**src/rtl/cam_pkg.sv**
```systemverilog
// Shared encodings for the CAM subarray driver: opcodes, FSM states, field widths
// and the registered command record.
package cam_pkg;

    localparam int TAG_W      = 32;
    localparam int DATA_W     = 32;
    localparam int CMP_ADDR_W = 10;
    localparam int PPG_ADDR_W = 6;
    localparam int CNT_W      = 4;

    localparam logic [2:0] OP_WRITE     = 3'b000;
    localparam logic [2:0] OP_UPDATE    = 3'b001;
    localparam logic [2:0] OP_SRCH_CMP  = 3'b010;
    localparam logic [2:0] OP_SRCH_PPG  = 3'b011;
    localparam logic [2:0] OP_SRCH_CMP2 = 3'b100;
    localparam logic [2:0] OP_SRCH_PPG2 = 3'b101;
    localparam logic [2:0] OP_SRCH_MIX  = 3'b110;
    localparam logic [2:0] OP_CLR       = 3'b111;

    typedef enum logic [1:0] {
        ST_IDLE  = 2'd0,
        ST_ISSUE = 2'd1,
        ST_WAIT  = 2'd2,
        ST_RESP  = 2'd3
    } drv_state_t;

    typedef struct packed {
        logic [2:0]            op;
        logic                  addr_select;
        logic [CMP_ADDR_W-1:0] cmp_addr;
        logic [PPG_ADDR_W-1:0] ppg_addr;
        logic [1:0]            cmp_data;
        logic [1:0]            ppg_data;
        logic [DATA_W-1:0]     data;
        logic                  update;
        logic [TAG_W-1:0]      tag;
        logic                  acc;
    } cam_cmd_t;

    // Writes and updates complete in the issue cycle; every other op returns a tag.
    function automatic logic op_has_result(input logic [2:0] op);
        return !(op == OP_WRITE || op == OP_UPDATE);
    endfunction

endpackage

```
**src/rtl/cam_subarray_driver.sv**
```systemverilog
// Single-outstanding command sequencer for one CAM subarray: issue for one cycle,
// wait RESULT_LAT cycles, return the sampled tag. CAM_DRV_TAG_FWD_EN adds last_tag forwarding.
module cam_subarray_driver
    import cam_pkg::*;
#(
    parameter int RESULT_LAT = 1
) (
    input  logic                  CLK,
    input  logic                  rst_n,
    input  logic                  cmd_valid,
    output logic                  cmd_ready,
    input  logic [2:0]            cmd_op,
    input  logic                  cmd_addr_select,
    input  logic [CMP_ADDR_W-1:0] cmd_cmp_addr,
    input  logic [PPG_ADDR_W-1:0] cmd_ppg_addr,
    input  logic [1:0]            cmd_cmp_data,
    input  logic [1:0]            cmd_ppg_data,
    input  logic [DATA_W-1:0]     cmd_data,
    input  logic                  cmd_update,
    input  logic [TAG_W-1:0]      cmd_tag,
    input  logic                  cmd_acc,
    input  logic                  cmd_use_tag,
    output logic                  rsp_valid,
    input  logic                  rsp_ready,
    output logic [TAG_W-1:0]      rsp_tag,
    output logic                  busy,
    output logic [DATA_W-1:0]     cam_data_in,
    output logic                  cam_update_signal,
    output logic [CMP_ADDR_W-1:0] cam_cmp_addr,
    output logic [PPG_ADDR_W-1:0] cam_ppg_addr,
    output logic [1:0]            cam_cmp_data,
    output logic [1:0]            cam_ppg_data,
    output logic [TAG_W-1:0]      cam_tag_in,
    output logic                  cam_addr_select,
    output logic [2:0]            cam_operation_mode,
    output logic                  cam_chip_enable,
    output logic                  cam_acc_en,
    input  logic [TAG_W-1:0]      cam_tag_out
);

    localparam logic [CNT_W-1:0] LAT_LOAD = CNT_W'(RESULT_LAT);

    drv_state_t       state_q, state_d;
    logic [CNT_W-1:0] cnt_q, cnt_d;
    cam_cmd_t         cmd_q, cmd_d;
    logic             cmd_ready_q, cmd_ready_d;
    logic [TAG_W-1:0] rsp_tag_q, rsp_tag_d;

`ifdef CAM_DRV_TAG_FWD_EN
    logic             use_tag_q, use_tag_d;
    logic [TAG_W-1:0] last_tag_q, last_tag_d;
`else
    logic             unused_use_tag;
    assign unused_use_tag = cmd_use_tag;
`endif

    always_ff @(posedge CLK or negedge rst_n) begin
        if (!rst_n) begin
            state_q     <= ST_IDLE;
            cnt_q       <= '0;
            cmd_q       <= '0;
            cmd_ready_q <= 1'b0;
            rsp_tag_q   <= '0;
`ifdef CAM_DRV_TAG_FWD_EN
            use_tag_q   <= 1'b0;
            last_tag_q  <= '0;
`endif
        end else begin
            state_q     <= state_d;
            cnt_q       <= cnt_d;
            cmd_q       <= cmd_d;
            cmd_ready_q <= cmd_ready_d;
            rsp_tag_q   <= rsp_tag_d;
`ifdef CAM_DRV_TAG_FWD_EN
            use_tag_q   <= use_tag_d;
            last_tag_q  <= last_tag_d;
`endif
        end
    end

    always_comb begin
        state_d   = state_q;
        cnt_d     = cnt_q;
        cmd_d     = cmd_q;
        rsp_tag_d = rsp_tag_q;
`ifdef CAM_DRV_TAG_FWD_EN
        use_tag_d  = use_tag_q;
        last_tag_d = last_tag_q;
`endif
        case (state_q)
            ST_IDLE: begin
                if (cmd_valid && cmd_ready_q) begin
                    cmd_d.op          = cmd_op;
                    cmd_d.addr_select = cmd_addr_select;
                    cmd_d.cmp_addr    = cmd_cmp_addr;
                    cmd_d.ppg_addr    = cmd_ppg_addr;
                    cmd_d.cmp_data    = cmd_cmp_data;
                    cmd_d.ppg_data    = cmd_ppg_data;
                    cmd_d.data        = cmd_data;
                    cmd_d.update      = cmd_update;
                    cmd_d.tag         = cmd_tag;
                    cmd_d.acc         = cmd_acc;
`ifdef CAM_DRV_TAG_FWD_EN
                    use_tag_d         = cmd_use_tag;
`endif
                    state_d           = ST_ISSUE;
                end
            end
            ST_ISSUE: begin
                if (op_has_result(cmd_q.op)) begin
                    state_d = ST_WAIT;
                    cnt_d   = LAT_LOAD;
                end else begin
                    state_d = ST_IDLE;
                end
            end
            ST_WAIT: begin
                // The subarray holds tag_out while disabled, so sampling on the last WAIT edge is safe.
                if (cnt_q <= CNT_W'(1)) begin
                    rsp_tag_d = cam_tag_out;
`ifdef CAM_DRV_TAG_FWD_EN
                    last_tag_d = cam_tag_out;
`endif
                    state_d   = ST_RESP;
                end else begin
                    cnt_d = cnt_q - CNT_W'(1);
                end
            end
            ST_RESP: begin
                if (rsp_ready) state_d = ST_IDLE;
            end
            default: state_d = ST_IDLE;
        endcase
        cmd_ready_d = (state_d == ST_IDLE);
    end

    always_comb begin
        cmd_ready          = cmd_ready_q;
        rsp_valid          = (state_q == ST_RESP);
        rsp_tag            = rsp_tag_q;
        busy               = (state_q != ST_IDLE);
        cam_data_in        = '0;
        cam_update_signal  = 1'b0;
        cam_cmp_addr       = '0;
        cam_ppg_addr       = '0;
        cam_cmp_data       = '0;
        cam_ppg_data       = '0;
        cam_tag_in         = '0;
        cam_addr_select    = 1'b0;
        cam_operation_mode = '0;
        cam_chip_enable    = 1'b0;
        cam_acc_en         = 1'b0;
        if (state_q == ST_ISSUE) begin
            cam_data_in        = cmd_q.data;
            cam_update_signal  = cmd_q.update;
            cam_cmp_addr       = cmd_q.cmp_addr;
            cam_ppg_addr       = cmd_q.ppg_addr;
            cam_cmp_data       = cmd_q.cmp_data;
            cam_ppg_data       = cmd_q.ppg_data;
            cam_addr_select    = cmd_q.addr_select;
            cam_operation_mode = cmd_q.op;
            cam_chip_enable    = 1'b1;
            cam_acc_en         = cmd_q.acc;
`ifdef CAM_DRV_TAG_FWD_EN
            cam_tag_in = (cmd_q.op == OP_UPDATE && use_tag_q) ? last_tag_q : cmd_q.tag;
`else
            cam_tag_in = cmd_q.tag;
`endif
        end
    end

endmodule
```
**config.mk**
```make
export PLATFORM = sky130hd
export DESIGN_NAME = cam_subarray_driver
export DESIGN_NICKNAME = d
export VERILOG_FILES = /design/src/rtl/cam_pkg.sv /design/src/rtl/cam_subarray_driver.sv
export SDC_FILE = /design/constraint.sdc
export NUM_CORES = 1
export LEC_CHECK = 0
export BUFFER_PORTS_ARGS = -buffer_cell sky130_fd_sc_hd__buf_4
export CAP_MARGIN = 30
export CORE_MARGIN = 1
export CORE_UTILIZATION = 30
export DETAILED_ROUTE_END_ITERATION = 8
export GPL_TIMING_DRIVEN = 0
export PLACE_DENSITY = 0.64
export SYNTH_ARGS = -nofsm -noshare
export SYNTH_HDL_FRONTEND = slang
export SYNTH_SLANG_ARGS = --single-unit
```
**constraint.sdc**
```tcl
create_clock -name CLK -period 2.4 [get_ports CLK]
set_clock_uncertainty 0.05 [all_clocks]
set_input_delay 0.36 -clock CLK [delete_from_list [all_inputs] [get_ports CLK]]
set_output_delay 0.36 -clock CLK [all_outputs]
set_load 0.005 [all_outputs]
```
==> summary.md, run 1 <==
| Metric | Value |
|---|---|
| Final instance area | `8330 um^2` |
| I/O pin count | `253` |
| VDD IR-drop max | `596 uV` |
| Slew @ Worst Pin | `0.590 ns` |
| Crit path max-delay cell type | `dfrtp_1` |
| Critical-path cell list | `nand2b_2 -> clkinv_4 -> clkbuf_1 -> and2_1 -> buf_4` |
| Top post-synthesis cells by area | `dfrtp_1, mux2_2, and2_1, buf_2, clkbuf_1` |
| Placed cell areas | `7710 um^2` |
| Status | `completed` |
| CTS max path bufs | `2` |
| Clk Latency, worst-skew pair | `0.41 ns` |
| Register area share after synthesis | `0.586` |
| Final period util | `0.934` |
| Post-CTS Setup Bufs | `0` |
| Cell taking the most area after synthesis | `dfrtp_1` |
| Hold Crit Class | `in -> reg` |
| Die height | `138 um` |
| Origin of the worst setup path | `state_q[1]` |
| Register area | `3230 um^2` |
| Crit path time final | `2.24 ns` |
| Synth Area in Compound Gates | `0.0123` |
| Critical path's top delay family | `buffers and inverters` |
| Largest net degree at the start of global routing | `70` |
| WP data required | `1.99 ns` |
| CP bufs+invs | `3` |
| Initial Util | `0.307` |
| RSZ-0062 raised after global routing | `false` |
| Largest family of logic cells by synthesized area | `multiplexers` |
| Layout Nets | `796` |
| Total power | `10.1 mW` |
| Vias in the first global route | `4272` |
| Top_reg_cell synth | `dfrtp_1` |
| Mean cell area of the mapped netlist | `13.9 um^2` |
| Yosys warns | `0` |
| Commonest non-fill, non-tap cells in the layout | `buf_4, dfrtp_1, mux2_2, and2_1, clkbuf_16` |
| Number of flops mapped to enable cells by yosys | `0` |
| Startpoint types | `register` |
| DR WL/cell | `15.0 um` |
| Clk slew on worst S/H paths | `0.06 ns` |
| All-Layer GR Usage | `0.147` |
| Vias per cell | `4.43` |
| WP data arrival | `1.83 ns` |
| Hold slack | `0.115 ns` |
| Net Count, Synth | `524` |
| Leak | `4.04 nW` |
| Max-slew headroom | `0.607` |
| Synth Instances | `395` |
| #FFs+latches synth | `129` |
| Die Width | `138 um` |
| DP Wirelength | `10400 um` |
| Routability congestion estimate | `0.715` |
| Post-synth top area share | `0.586` |
| Drt pass-1 iters | `4` |
| Filler cell count | `1660` |
| Count of cell types in the netlist | `25` |
| Worst Path Max Fanout | `10` |
| Antenna Nets Post-Route | `0` |
| Hold Fails Final Rpt | `0` |
| Reg2reg start | `cnt_q[0]` |
| Area of the multi-input gates | `2150 um^2` |
| CTS tree | `done` |
| CTS root buffer | `clkbuf_16` |
| CP Class | `reg -> out` |
| Core ar. | `18000 um^2` |
| ANT cells | `0` |
| Hold_sp | `cam_tag_out[26]` |
| Deepest level of the CTS H-tree | `4` |
| First-pass GRT wire length | `21000 um` |
| Vias | `4029` |
| Post-synthesis mux area share | `0.257` |
| Xor-xnor portion of the synthesized cell area | `0` |
| GR Overflow Total | `0` |
| Share of cells above drive strength 1 | `0.624` |
| Slowest stage delay, CP | `0.42 ns` |
| Remaining DRCs | `0` |
| Leading cell type in the layout, fill and taps excluded | `buf_4` |
| Nature of the critical path endpoint | `output pin` |
| Post-Route Setup TNS | `0 ns` |
| Max-capacitance violation count | `0` |
| Final setup violation count | `0` |
| Drt initial violations | `111` |
| Synth async-reset ratio | `1.00` |
| IO Port Bufs | `251` |
| DRT Wirelength | `13600 um` |
| Std cell rows | `49` |
| CTS sink count | `129` |
| Number of antenna violations at the first check in global routing | `0` |
| Mapped Area | `5510 um^2` |
| Area growth syn-to-layout | `51.2%` |
| CTS buffer count | `17` |
| Max-slew violation count | `0` |
| Synth Area in Adders | `0.00454` |
| Post-synthesis simple-gate area fraction | `0.116` |
| Total power per unit cell area | `1220 nW/um^2` |
| Die area | `18900 um^2` |
| FMAX | `446 MHz` |
## kinds of logic after synthesis
family                   count (synthesis)
flip-flops                             129
multiplexers                           126
AND/OR/NAND/NOR                        101
buffers and inverters                   27
AO/OA/AOI/OAI                           10
adder cells (fa/ha/maj)                  2
## area by class of cell
| class | count | area share |
|---|---|---|
| Buffer | 22 | 0.0149 |
| Clock buffer | 23 | 0.0586 |
| Clock inverter | 9 | 0.0126 |
| Inverter | 5 | 0.00285 |
| Multi-Input combinational cell | 239 | 0.258 |
| Sequential cell | 129 | 0.388 |
| Tap cell | 229 | 0.0344 |
| Timing Repair Buffer | 253 | 0.231 |
## cell usage after synthesis, types with 2 or more instances
| master | n |
|---|---|
| mux2_2 | 121 |
| and2_1 | 91 |
| mux2i_1 | 3 |
| mux2_1 | 2 |
| ha_1 | 2 |
| nor2_1 | 4 |
| dfrtp_1 | 129 |
| inv_1 | 4 |
| clkbuf_1 | 9 |
| buf_6 | 3 |
| buf_2 | 10 |
| o21ai_0 | 4 |
## flip-flops by register name (all words and copies together), names as in the netlist
| name | count |
|---|---|
| rsp_tag | 32 |
| cnt_q | 4 |
| state_q | 2 |
| cmd_q | 90 |
| cmd_ready | 1 |
## through the flow
| step | util | std cells | worst slack [ns] |
|---|---|---|---|
| floorplan | - | 395 | 0.636 |
| global placement | 0.428 | 875 | 0.241 |
| detailed placement | 0.429 | 876 | 0.167 |
| CTS | 0.463 | 909 | 0.00968 |
| global route | 0.464 | 909 | 0.0269 |
| finish | 0.464 | 909 | 0.157 |
## per-layer routing
| layer | share of wire | track usage | vias up |
|---|---|---|---|
| met5 | 0 | 0 | - |
| met4 | 0.026 | 0.0672 | 0 |
| met3 | 0.076 | 0.0482 | 28 |
| met2 | 0.51 | 0.253 | 167 |
| met1 | 0.39 | 0.164 | 1941 |
| li1 | - | - | 1893 |
## path summary, 6_finish.rpt
path                                   end  slack, ns  cells after the start
setup / recovery           cam_cmp_addr[3]       0.16                      5
hold / removal                 rsp_tag[26]       0.11                      2
setup reg to reg               rsp_tag[29]       0.41                      6
hold reg to reg                  cmd_q[25]       0.44                      1
max in group asynchronous       state_q[1]       1.10                      3
min in group asynchronous        cmd_q[17]       0.47                      2
## what timing repair did
| item | in CTS | in global routing |
|---|---|---|
| endpoints found under the hold margin | 60 | 0 |
| hold buffers | 1 | 0 |
| resized for setup | 3 | 9 |
| endpoints found under the setup margin | 91 | 84 |
## report_power, final
part	total, mW	switching [mW]	internal [mW]
clock network	2.54	0.910	1.63
registers	3.86	0.558	3.30
logic	3.74	1.37	2.37
total	10.1	2.83	7.30
Note: power is estimated with default switching activity, not from simulation.
==> run 2, diff against run 1 <==
- ABC_AREA: default -> 1
- CTS_BUF_LIST: default -> sky130_fd_sc_hd__clkbuf_8
- SLEW_MARGIN: default -> 20
==> summary.md, run 2 <==
| Metric | Value |
|---|---|
| Number of antenna violations at the first check in global routing | `0` |
| Post-CTS Setup Bufs | `0` |
| Post-synth top area share | `0.547` |
| Startpoint types | `register` |
| CP Class | `reg -> out` |
| Mean cell area of the mapped netlist | `8.83 um^2` |
| Cells on Worst Hold Path | `3` |
| Count leader, synth | `nor2_1` |
| Core ar. | `19000 um^2` |
| Crit path time final | `2.20 ns` |
| Final instance area | `8480 um^2` |
| GR Overflow Total | `0` |
| Worst Path Max Fanout | `10` |
| Share of cells above drive strength 1 | `0.431` |
| Total power per unit cell area | `1140 nW/um^2` |
| Top_reg_cell synth | `dfrtp_1` |
| Status | `completed` |
| Die area | `20200 um^2` |
| Leak | `4.77 nW` |
| Routability congestion estimate | `0.766` |
| Synth async-reset ratio | `1.00` |
| CTS max path bufs | `2` |
| Vias | `5028` |
| Max-capacitance violation count | `0` |
| Nature of the critical path endpoint | `output pin` |
| Die Width | `142 um` |
| Initial Util | `0.311` |
| Leading cell type in the layout, fill and taps excluded | `buf_4` |
| Clk Latency, worst-skew pair | `0.44 ns` |
| Vias per cell | `4.15` |
| Drt initial violations | `219` |
| Hold Fails Final Rpt | `0` |
| Antenna Nets Post-Route | `0` |
| Std cell rows | `50` |
| Clk slew on worst S/H paths | `0.07 ns` |
| Slack of the critical path | `0.201 ns` |
| CTS sink count | `129` |
| Max-slew headroom | `0.701` |
| Vias in the first global route | `4996` |
| Drt pass-1 iters | `4` |
| Synth Instances | `668` |
| FMAX | `455 MHz` |
| ANT cells | `0` |
| Final period util | `0.916` |
| Total power | `9.70 mW` |
| DRT Wirelength | `16500 um` |
| Number of flops mapped to enable cells by yosys | `0` |
| Deepest level of the CTS H-tree | `4` |
| All-Layer GR Usage | `0.168` |
| Hold Crit Class | `in -> reg` |
| Die height | `142 um` |
| DP Wirelength | `11900 um` |
| Remaining DRCs | `0` |
| Commonest non-fill, non-tap cells in the layout | `buf_4, nor2_1, inv_1, dfrtp_1, a21oi_2` |
| Worst slack at placement | `0.366 ns` |
| Area growth syn-to-layout | `43.8%` |
| DR WL/cell | `13.6 um` |
| CTS buffer count | `17` |
| Layout Nets | `1069` |
| Mapped Area | `5900 um^2` |
| VDD IR-drop max | `382 uV` |
| IO Port Bufs | `251` |
| I/O pin count | `253` |
| Reg2reg path depth | `6` |
| Reg2reg end | `cmd_q[9]` |
| Top post-synthesis cells by area | `dfrtp_1, a21oi_2, nor2_1, inv_1, nand2_1` |
| Hold-critical path endpoint | `cmd_q[31]` |
| Final setup violation count | `0` |
| Yosys warns | `0` |
| Max-slew violation count | `0` |
| Hold_sp | `cmd_tag[30]` |
| WP data arrival | `1.79 ns` |
| R2r setup slk | `0.79 ns` |
| Max FFs per register | `90` |
| Net Count, Synth | `797` |
| RSZ-0062 raised after global routing | `false` |
| Post-synth top cells | `nor2_1, inv_1, dfrtp_1` |
| Post-Route Setup TNS | `0 ns` |
| CTS root buffer | `clkbuf_8` |
| First-pass GRT wire length | `25900 um` |
| Reg with most FFs | `cmd_q` |
| Placed cell areas | `8140 um^2` |
| WP data required | `1.99 ns` |
| Final core area utilization | `0.447` |
| Largest net degree at the start of global routing | `87` |
| Reg2reg start | `state_q[1]` |
| Slew @ Worst Pin | `0.449 ns` |
| CTS tree | `done` |
| #FFs+latches synth | `129` |
| Cell taking the most area after synthesis | `dfrtp_1` |
| Count of cell types in the netlist | `19` |
| Register area share after synthesis | `0.547` |
-- run 2: changes by cell type in the layout (fill, tap and decap cells not counted), sizes merged, moves of 2 or more --
cell / change
inv: +132
nor2: +185
buf: +13
a21oi: +91
mux2: -123
o21ai: +30
nand2: +45
nand3: +6
clkinv: +4
clkbuf: -5
and2: -91
bufinv: -2
mux2i: -3
-- run 2: area by class of cell --
type                            count  area [um^2]
Buffer                             36          264
Tap cell                          260          325
Clock buffer                       17          234
Fill cell                        1925        10500
Clock inverter                     15         81.3
Multi-Input combinational cell    370         1920
Sequential cell                   129         3230
Timing Repair Buffer              253         1930
Inverter                          133          499
-- run 2: timing repair --
| action | 4_1_cts | 5_1_grt |
|---|---|---|
| resized for setup | 4 | 11 |
| hold buffers | 1 | 0 |
| endpoints found under the hold margin | 43 | 0 |
| endpoints found under the setup margin | 27 | 90 |
-- run 2: power breakdown --
part | total, mW | switching, mW | internal (mW) | leakage, nW
clock | 1.55 | 0.865 | 0.682 | 0.170
sequential | 3.51 | 0.352 | 3.16 | 1.43
combinational | 4.64 | 2.47 | 2.17 | 3.17
-- run 2: routing by layer --
metal  vias up  GRT usage  wire length, um
met1      2318      0.212             7230
met4         0     0.0707              397
met2       148      0.271             7970
met5         -          0                0
met3        28     0.0464              926
li1       2534          -                -
-- run 2: cell families after synthesis --
| kind of cell | Yosys count | share of synthesized area |
|---|---|---|
| and+or+nand+nor | 242 | 0.157 |
| buffers and inverters | 169 | 0.127 |
| DFF | 129 | 0.547 |
| AOI/OAI and AO/OA | 126 | 0.164 |
| adders and majority gates | 2 | 0.00424 |
-- run 2: through the flow --
stage	hold slack, ns	std cells
detailed placement	0.233	1180
global route	0.0624	1213
floorplan	0.0144	668
global placement	0.419	1179
CTS	0.0708	1213
finish	0.102	1213
-- run 2: critical path, stage by stage (launching register included) --
cell,delay (ns)
dfrtp_1,0.39
inv_1,0.09
nor2_2,0.16
inv_2,0.14
clkbuf_2,0.26
nor2_1,0.17
buf_4,0.13
-- run 2: how the worst max path moves through the flow --
| stage | from | endpoint | cells after the start |
|---|---|---|---|
| 6_report | state_q[0] | cam_tag_in[1] | 6 |
| 5_1_grt | state_q[0] | cam_operation_mode[0] | 6 |
| 4_1_cts | state_q[0] | cam_ppg_addr[1] | 6 |
| 3_5_place_dp | state_q[0] | cam_tag_in[1] | 6 |
| 3_3_place_gp | rst_n | cmd_q[54] | 1 |
| 2_1_floorplan | state_q[1] | cam_acc_en | 4 |
